`config.mk`:
```
export PLATFORM = sky130hd
export DESIGN_NAME = pc_sequencer
export DESIGN_NICKNAME = d
export VERILOG_FILES = /design/src/rtl/pc_sequencer.sv
export SDC_FILE = /design/constraint.sdc
export NUM_CORES = 1
export LEC_CHECK = 0
export CORE_UTILIZATION = 36
export CTS_CLUSTER_SIZE = 10
export DETAILED_ROUTE_END_ITERATION = 10
export HOLD_SLACK_MARGIN = 0.03
export MAX_ROUTING_LAYER = met4
export PLACE_DENSITY = 0.84
export SLEW_MARGIN = 0
export SYNTH_ARGS = -nofsm -noshare
export SYNTH_HDL_FRONTEND = slang
export SYNTH_SLANG_ARGS = --single-unit
```
`constraint.sdc`:
```
create_clock -name clk -period 2.8 [get_ports clk]
set_input_delay 0.84 -clock clk [delete_from_list [all_inputs] [get_ports clk]]
set_output_delay 0.84 -clock clk [all_outputs]
set_load 0.01 [all_outputs]
```
`src/rtl/pc_sequencer.sv`:
```
`default_nettype none
// ============================================================================
// Module   : pc_sequencer
// Purpose  : Fetch / issue / resolve control FSM that steers the 16-bit PC
//            register and the instruction-memory fetch handshake.
// Revision : 1.0 - initial release
// ============================================================================
module pc_sequencer #(
    parameter logic [15:0] IRQ_VECTOR    = 16'h0004,
    parameter int          FETCH_TIMEOUT = 16
) (
    input  logic        clk,
    input  logic        reset,
    input  logic        run,
    input  logic [15:0] pc_value,
    output logic        imem_req,
    output logic [15:0] imem_addr,
    input  logic        imem_ready,
    input  logic [15:0] imem_data,
    output logic        instr_valid,
    output logic [15:0] instr,
    input  logic        instr_ready,
    input  logic        exec_done,
    input  logic        exec_branch,
    input  logic [15:0] exec_offset,
    input  logic        exec_jump,
    input  logic [15:0] exec_target,
    input  logic        exec_halt,
    input  logic        irq,
    output logic        irq_ack,
    output logic [15:0] epc,
    output logic        pc_enable,
    output logic        pc_increment,
    output logic        pc_load,
    output logic [15:0] pc_offset,
    output logic [15:0] pc_in,
    output logic        halted,
    output logic        fetch_error
);

    localparam int             CW         = $clog2(FETCH_TIMEOUT + 1);
    localparam logic [CW-1:0]  c_TMO_LAST = CW'(FETCH_TIMEOUT - 1);
    localparam logic [CW-1:0]  c_CNT_ONE  = CW'(1);

    typedef enum logic [2:0] {
        S_IDLE    = 3'd0,
        S_FETCH   = 3'd1,
        S_ISSUE   = 3'd2,
        S_RESOLVE = 3'd3,
        S_HALT    = 3'd4
    } state_t;

    state_t        r_state;
    logic [CW-1:0] r_tmo_cnt;
    logic [15:0]   r_instr;
    logic [15:0]   r_epc;
    logic          r_fetch_error;

    logic          w_resolve;
    logic          w_take_irq;
    logic          w_seq;
    logic [15:0]   w_next_pc;

    // Flow target ignoring the interrupt; it becomes the return PC on entry.
    always_comb begin
        w_next_pc = pc_value + 16'd1;
        if (exec_jump) begin
            w_next_pc = exec_target;
        end else if (exec_branch) begin
            w_next_pc = pc_value + exec_offset;
        end
    end

    assign w_resolve  = (r_state == S_RESOLVE) && exec_done;
    assign w_take_irq = w_resolve && !exec_halt && irq;
    assign w_seq      = !irq && !exec_jump && !exec_branch;

    assign imem_req     = (r_state == S_FETCH);
    assign imem_addr    = imem_req ? pc_value : 16'h0000;
    assign instr_valid  = (r_state == S_ISSUE);
    assign instr        = r_instr;
    assign halted       = (r_state == S_HALT);
    assign fetch_error  = r_fetch_error;
    assign epc          = r_epc;
    assign irq_ack      = w_take_irq;

    // PC controls are only meaningful in the exec_done cycle; zero elsewhere.
    assign pc_enable    = w_resolve;
    assign pc_increment = w_resolve && (exec_halt || w_seq);
    assign pc_load      = w_resolve && !exec_halt && (irq || exec_jump);
    assign pc_in        = (!w_resolve || exec_halt) ? 16'h0000 :
                          irq                       ? IRQ_VECTOR :
                          exec_jump                 ? exec_target : 16'h0000;
    assign pc_offset    = (w_resolve && !exec_halt && !irq && !exec_jump && exec_branch)
                          ? exec_offset : 16'h0000;

    always_ff @(posedge clk) begin
        if (reset) begin
            r_state       <= S_IDLE;
            r_tmo_cnt     <= '0;
            r_instr       <= 16'h0000;
            r_epc         <= 16'h0000;
            r_fetch_error <= 1'b0;
        end else begin
            case (r_state)
                S_IDLE: begin
                    if (run) begin
                        r_state <= S_FETCH;
                    end
                end
                S_FETCH: begin
                    if (imem_ready) begin
                        r_instr   <= imem_data;
                        r_tmo_cnt <= '0;
                        r_state   <= S_ISSUE;
                    end else if (r_tmo_cnt == c_TMO_LAST) begin
                        r_fetch_error <= 1'b1;
                        r_tmo_cnt     <= '0;
                        r_state       <= S_HALT;
                    end else begin
                        r_tmo_cnt <= r_tmo_cnt + c_CNT_ONE;
                    end
                end
                S_ISSUE: begin
                    if (instr_ready) begin
                        r_state <= S_RESOLVE;
                    end
                end
                S_RESOLVE: begin
                    if (exec_done) begin
                        if (exec_halt) begin
                            r_state <= S_HALT;
                        end else begin
                            if (irq) begin
                                r_epc <= w_next_pc;
                            end
                            r_state <= S_FETCH;
                        end
                    end
                end
                S_HALT: begin
                    if (run) begin
                        r_fetch_error <= 1'b0;
                        r_state       <= S_FETCH;
                    end
                end
                default: begin
                    r_state <= S_IDLE;
                end
            endcase
        end
    end

endmodule
`default_nettype wire
```
==> metrics.log, run 1 <==
INFO  metric run_status = finished, violations left
INFO  metric failed_checks = setup timing
INFO  metric max-cap-violations = 0
INFO  metric viasPerCell = approximately 5.1
INFO  metric grt_setup_unrepaired = yes
INFO  metric reg2reg_setup_slack = about 0.77 ns
INFO  metric final_period_minus_worst_setup_slack = roughly 2.8 ns
INFO  metric track_usage = between 20% and 30%
INFO  metric number_of_levels_in_the_clock_h_tree = 2
INFO  metric synthesis.instances = around 390
INFO  metric hold_viol = 0
INFO  metric dp_hpwl = roughly 8300 um
INFO  metric die_h = around 92 um
INFO  metric powerDensity = ~350 nW/um2
INFO  metric die_x = 92.34 um
INFO  metric synth_area_per_cell = 7.514 um2
INFO  metric rows = 32
INFO  metric cts_tree = yes
INFO  metric synth.yosys.seq_area_share = roughly 28%
INFO  metric synth_area = between 2000 and 3000 um2
INFO  metric maxSlewViolCount = 0
INFO  metric synth_enable_flop_cells = 0
INFO  metric first_global_vias = approximately 3800
INFO  metric root_buffer = sky130_fd_sc_hd__clkbuf_8
INFO  metric cts_buffer_depth = 2
INFO  metric hold_path.class = register to register
INFO  metric firstDrtPassIters = 4
INFO  metric max_freq = approximately 350 MHz
INFO  metric crit-reg2reg-capture = epc[9]
INFO  metric gp_congestion = around 0.87
INFO  metric final_cells = roughly 720
INFO  metric first_iter_violations = approximately 110
INFO  metric ys.warnings.count = 0
INFO  metric clock_power_share = 26.4%
INFO  metric floorplan.core_area = between 7000 and 8000 um2
INFO  metric switching_power = ~580 uW
INFO  metric post_synth_num_cell_types = 55
INFO  metric timing.slew.headroom = around 50%
INFO  metric io_buffers = 161
INFO  metric net_count_of_the_finished_layout = just over 700
INFO  metric critPathArrivalTime = ~3.0 ns
INFO  metric grt_start_max_net_pins = 31
INFO  metric worstSkewPairLatency = about 0.28 ns
INFO  metric combinational_cell_fraction_of_total_power = between 40% and 50%
INFO  metric vias = 3698
INFO  metric post-route-period-util = 100.6%
INFO  metric setup_viol = 1
INFO  metric clk_pin_slew = about 0.08 ns
INFO  metric initial_core_util = between 30% and 40%
INFO  metric cts.sink_count = roughly 40
INFO  metric design_power_total = approximately 1900 uW
INFO  metric reg2reg_depth = 9
INFO  metric final_wl = ~11000 um
INFO  metric power_report.internal_total = between 1000 and 1500 uW
INFO  metric synth.net_count = around 480
INFO  metric worstSetupEndpointType = register
INFO  metric rr_startpoint = r_state[2]
INFO  metric classification_of_the_worst_setup_path = input pin to register
INFO  metric leak_pwr = 0.002454 uW
INFO  metric layout.core_utilization = between 60% and 70%
INFO  metric post_route_cells_drive_above_1_share = 22.51%
INFO  metric tightestPinTransition = ~0.75 ns
INFO  metric grt_remaining_overflow = 0
INFO  metric drc = 0
INFO  metric start_kind = input pin
INFO  metric pre_cts_slack = -0.7276 ns
INFO  metric p_sw_share = 30.73%
INFO  metric fp.dieArea = roughly 8500 um2
INFO  metric final_worst_path_setup_slack = -0.01789 ns
INFO  metric wl_per_cell = ~15 um
INFO  metric crit_path_end = epc[6]
INFO  metric startpoint = exec_offset[0]
INFO  metric cts_inserted_buffers = 5
INFO  metric place.detailed.instances = about 710
INFO  metric cts_hold_buf = 0
INFO  metric ys_seq_elements = between 40 and 50
INFO  metric synth_flop_cell = sky130_fd_sc_hd__dfxtp_1
INFO  metric antenna_found_initial = 0
INFO  metric tns = -0.01789 ns
INFO  metric vdd_ir_drop_max = approximately 190 uV
INFO  metric worstPathRequired = around 3.0 ns
INFO  metric insertedDiodeCount = 0
INFO  metric synthToLayoutAreaGrowth = 82.79%
INFO  metric final.setup_skew = 0.008748 ns
INFO  metric grt_pass1_wl = about 17000 um
INFO  metric ys_async_sr_fraction = 0%
INFO  metric worstPathMaxFanout = 3
INFO  metric ioPinCount = between 150 and 200
INFO  metric drt.antenna.violating_nets = 0
INFO  metric power.share.sequential = 33.5%
Yosys cell counts (all sizes together) (7+ instances only):
master / n / area, um2
nand2: 59 / 229.0
dfxtp: 41 / 820.8
a21oi: 40 / 200.2
and2: 32 / 200.2
nor2: 30 / 120.1
and3: 28 / 175.2
clkbuf: 16 / 61.30
ha: 16 / 200.2
o21ai: 15 / 75.07
nor3: 12 / 60.06
inv: 9 / 33.78
a211oi: 8 / 60.06
nand3: 7 / 47.55
xnor2: 7 / 61.31
final cells by class:
class,count,area [um2]
Timing Repair Buffer,245,2187
Tap cell,102,127.6
Sequential cell,41,820.8
Clock inverter,2,37.54
Clock buffer,6,82.58
Multi-Input combinational cell,319,2081
Inverter,9,33.78
Fill cell,632,2437
power by group through the flow:
stage	sequential [uW]	combinational (uW)	clock, uW
final	627	752	494
after CTS	627	731	505
after global placement	639	726	0
after detailed placement	641	741	0
after floorplan	654	332	0
after global routing	630	821	528
sequential cells by signal, indices dropped and copies added, names as in the netlist:
register	cells
epc	16
instr	16
r_tmo_cnt	5
r_state	3
fetch_error	1
through the flow:
step	instance area (um2)	hold WS [ns]
finish	5370	0.4556
detailed placement	5155	0.4444
global placement	5155	0.4413
CTS	5313	0.4561
global route	5370	0.4721
floorplan	2938	0.4492
kinds of logic after synthesis:
group	after synthesis	share of synthesized area [%]
multiplexers	6	2.044
AO/OA/AOI/OAI	94	20.36
AND/OR/NAND/NOR	190	33.86
XOR/XNOR	12	3.577
flip-flops	41	27.94
adder cells (fa/ha/maj)	17	7.496
buffers and inverters	31	4.727
routing by layer:
layer | vias to the layer above | global-route usage (%) | wire, um
met3 | 25 | 5.008 | 660
met2 | 152 | 46.54 | 5321
met5 | - | - | 0
li1 | 1837 | - | -
met4 | 0 | 7.682 | 303
met1 | 1684 | 28.86 | 4328
cells in the final DEF, fill, tap and decap left out, drive strengths merged, types with 13 or more instances in the layout:
cell	n
dfxtp	41
clkdlybuf4s15	13
a21oi	40
and2	32
buf	98
nor2	30
clkdlybuf4s50	103
and3	28
dlygate4sd2	25
o21ai	15
nand2	59
ha	16
critical path, cell delays in order:
cell and delay [ns]:
sky130_fd_sc_hd__clkdlybuf4s50_1 0.40, sky130_fd_sc_hd__nand2b_1 0.15, sky130_fd_sc_hd__ha_2 0.19, sky130_fd_sc_hd__fa_2 0.34
sky130_fd_sc_hd__a21o_1 0.20, sky130_fd_sc_hd__a221o_1 0.33, sky130_fd_sc_hd__a21oi_2 0.14, sky130_fd_sc_hd__xor2_1 0.09
sky130_fd_sc_hd__o211a_1 0.21, sky130_fd_sc_hd__nor3_2 0.14
repair_timing:
action,4_1_cts,5_1_grt
setup endpoints to repair,64,35
setup buffers,5,2
pin swaps,9,17
gates resized for setup,128,35
gates cloned,1,0
worst min path at each step:
stage / from / end / slack, ns / cells after the start
4_1_cts: epc[2] / epc[2] / 0.46 / 2
5_1_grt: epc[2] / epc[2] / 0.47 / 2
6_report: instr[6] / instr[6] / 0.46 / 2
2_1_floorplan: r_tmo_cnt[1] / r_tmo_cnt[1] / 0.45 / 2
3_5_place_dp: epc[2] / epc[2] / 0.44 / 2
3_3_place_gp: epc[2] / epc[2] / 0.44 / 2
Note: power is estimated with default switching activity, not from simulation.
==> inputs of run 2 (changes only) <==
- CORE_UTILIZATION: 36 -> 39
- PLACE_DENSITY: 0.84 -> 0.86
- TNS_END_PERCENT: default -> 10
- clock period: 2.8 -> 3.2 ns (I/O delays scaled with it)
==> metrics.log, run 2 (synthesized netlist as in run 1, its figures left out) <==
INFO  metric grt_remaining_overflow = 0 (unchanged)
INFO  metric first_iter_violations = 164 (+48%)
INFO  metric reg2reg_setup_slack = 1.17 ns (+0.40 ns)
INFO  metric worstSetupEndpointType = output pin
INFO  metric path_cells = dlygate4sd2_1 > and4b_2 > nand2_4 > nor2_4 > buf_6 > and2_1 > clkdlybuf4s15_2
INFO  metric cts_hold_buf = 0 (unchanged)
INFO  metric drc = 0 (unchanged)
INFO  metric final_wl = 10460 um (-1.5%)
INFO  metric worstPathMaxFanout = 8 (+5)
INFO  metric max-cap-violations = 0 (unchanged)
INFO  metric die_x = 88.79 um (-3.8%)
INFO  metric fp.dieArea = 7884 um2 (-7.5%)
INFO  metric run_status = completed
INFO  metric maxSlewViolCount = 0 (unchanged)
INFO  metric worstPathRequired = 2.24 ns (-0.78 ns)
INFO  metric post_cts.repair.setup_buffers = 0 (-5)
INFO  metric first_global_vias = 3562 (-5.3%)
INFO  metric firstDrtPassIters = 4 (unchanged)
INFO  metric powerDensity = 298.9 nW/um2 (-14%)
INFO  metric minimum_hold_slack = 0.4552 ns (-0.0003660 ns)
INFO  metric cts.sink_count = 41 (unchanged)
INFO  metric reg2reg_depth = 9 (unchanged)
INFO  metric final_period_minus_worst_setup_slack = 3.150 ns
INFO  metric vias = 3652 (-1.2%)
INFO  metric grt_setup_unrepaired = yes
INFO  metric classification_of_the_worst_setup_path = input pin to output pin
INFO  metric critical-path-slowest-cell = sky130_fd_sc_hd__and4b_2
INFO  metric post-route-period-util = between 90% and 100%
INFO  metric place.detailed.instances = 693 (-2.1%)
INFO  metric cts_tree = yes
INFO  metric root_buffer = sky130_fd_sc_hd__clkbuf_8
INFO  metric setup_viol = 0 (-1)
INFO  metric worstSkewPairLatency = 0.29 ns (about the same)
INFO  metric drt.antenna.violating_nets = 0 (unchanged)
INFO  metric wl_per_cell = 14.87 um (+1.5%)
INFO  metric most_common_cell_after_layout_fill_and_taps_aside = sky130_fd_sc_hd__clkdlybuf4s50_1
INFO  metric timing.slew.headroom = 65.41% (+16 points)
INFO  metric clk_pin_slew = 0.08 ns (about the same)
INFO  metric dp_hpwl = 8200 um (-0.62%)
INFO  metric tightestPinTransition = 0.5177 ns (-0.2351 ns)
INFO  metric vdd_ir_drop_max = 135.2 uV (-29%)
INFO  metric rows = 31 (-3.1%)
INFO  metric initial_core_util = 40.50% (+2.9 points)
INFO  metric cts_buffer_depth = 2 (unchanged)
INFO  metric antenna_found_initial = 1 (+1)
INFO  metric cts_inserted_buffers = 5 (unchanged)
INFO  metric gp_congestion = 0.8650 (-0.12%)
INFO  metric start_kind = input pin
INFO  metric max_freq = 317.4 MHz
INFO  metric tns = 0 ns (+0.01789 ns)
INFO  metric net_count_of_the_finished_layout = 693 (-2.7%)
INFO  metric worstSetupPathDepth = 7 (-3)
INFO  metric grt_pass1_wl = 15890 um (-8.6%)
INFO  metric layout.core_utilization = 70.55% (+1.8 points)
INFO  metric post_route_cells_drive_above_1_share = 19.24% (-3.3 points)
INFO  metric layout_common_cells = sky130_fd_sc_hd__clkdlybuf4s50_1 (119), sky130_fd_sc_hd__buf_4 (61), sky130_fd_sc_hd__nand2_1 (57), sky130_fd_sc_hd__dfxtp_1 (41), sky130_fd_sc_hd__a21oi_1 (39)
INFO  metric viasPerCell = 5.195 (+1.7%)
INFO  metric synthToLayoutAreaGrowth = 74.19%
INFO  metric hold_path.class = register to register
INFO  metric grt_start_max_net_pins = 31 (unchanged)
INFO  metric max_stage_delay = 0.27 ns (-0.13 ns)
INFO  metric hold_path_depth = 2 (unchanged)
INFO  metric final_cells = 703 (-2.9%)
INFO  metric critPathArrivalTime = 2.19 ns (-0.84 ns)
INFO  metric track_usage = 27.07% (+1.2 points)
INFO  metric final.setup_skew = 0.006289 ns (-0.002459 ns)
INFO  metric io_buffers = 161 (unchanged)
INFO  metric final_worst_path_setup_slack = 0.04963 ns (+0.06751 ns)
INFO  metric floorplan.core_area = 7253 um2 (-7.1%)
INFO  metric die_h = 88.79 um (-3.8%)
INFO  metric cpLargestDelayFamily = simple AND/OR/NAND/NOR gates
INFO  metric ioPinCount = 162 (unchanged)
INFO  metric leak_pwr = 0.002246 uW (-8.5%)
INFO  metric pre_cts_slack = -0.5918 ns (+0.1358 ns)
INFO  metric hold_viol = 0 (unchanged)
INFO  metric worst-path-buf-inv = 3 (+2)
INFO  metric number_of_levels_in_the_clock_h_tree = 2 (unchanged)
==> run 2: through the flow <==
stage / cell area (um2) / total power [uW]
floorplan: 2938 / 862.6
global placement: 5049 / 1179
detailed placement: 5049 / 1203
CTS: 5129 / 1538
global route: 5117 / 1618
finish: 5117 / 1529
==> run 2: power by group <==
part,internal [uW],switching (uW)
registers,535,13.8
logic,342,308
clock network,151,180
total,1030,502
==> run 2: final timing paths <==
check                 endpoint  startpoint
setup reg to reg        epc[9]  r_state[2]
hold / removal       instr[12]   instr[12]
setup / recovery  pc_offset[5]   exec_done
hold reg to reg      instr[12]   instr[12]
==> run 2: area by class of cell <==
cell class              instances  area [um2]
inverters                       9       33.78
well taps                      99       123.9
repair buffers                226        2031
fillers                       607        2136
diodes                          1       2.502
clock buffers                   5       68.82
clock inverters                 3       17.52
flip-flops and latches         41       820.8
multi-input cells             319        2019
==> run 2: worst min-delay path, cell delays in order (launching register included) <==
cell and delay (ns):
sky130_fd_sc_hd__dfxtp_1 0.31, sky130_fd_sc_hd__nand2_1 0.05, sky130_fd_sc_hd__a21oi_1 0.05
==> run 2: what timing repair did <==
action,in CTS,in global routing
setup endpoints to repair,38,23
gates cloned,1,0
pin swaps,3,2
gates resized for setup,128,9
==> run 2: routing by layer <==
metal | up-vias | part of all wire, % | track usage, % | wire, um
met3 | 28 | 7.8 | 7.090 | 818
met1 | 1652 | 39 | 27.39 | 4057
met5 | - | 0 | - | 0
li1 | 1806 | - | - | -
met4 | 0 | 2.5 | 10.26 | 260
met2 | 166 | 51 | 49.65 | 5319
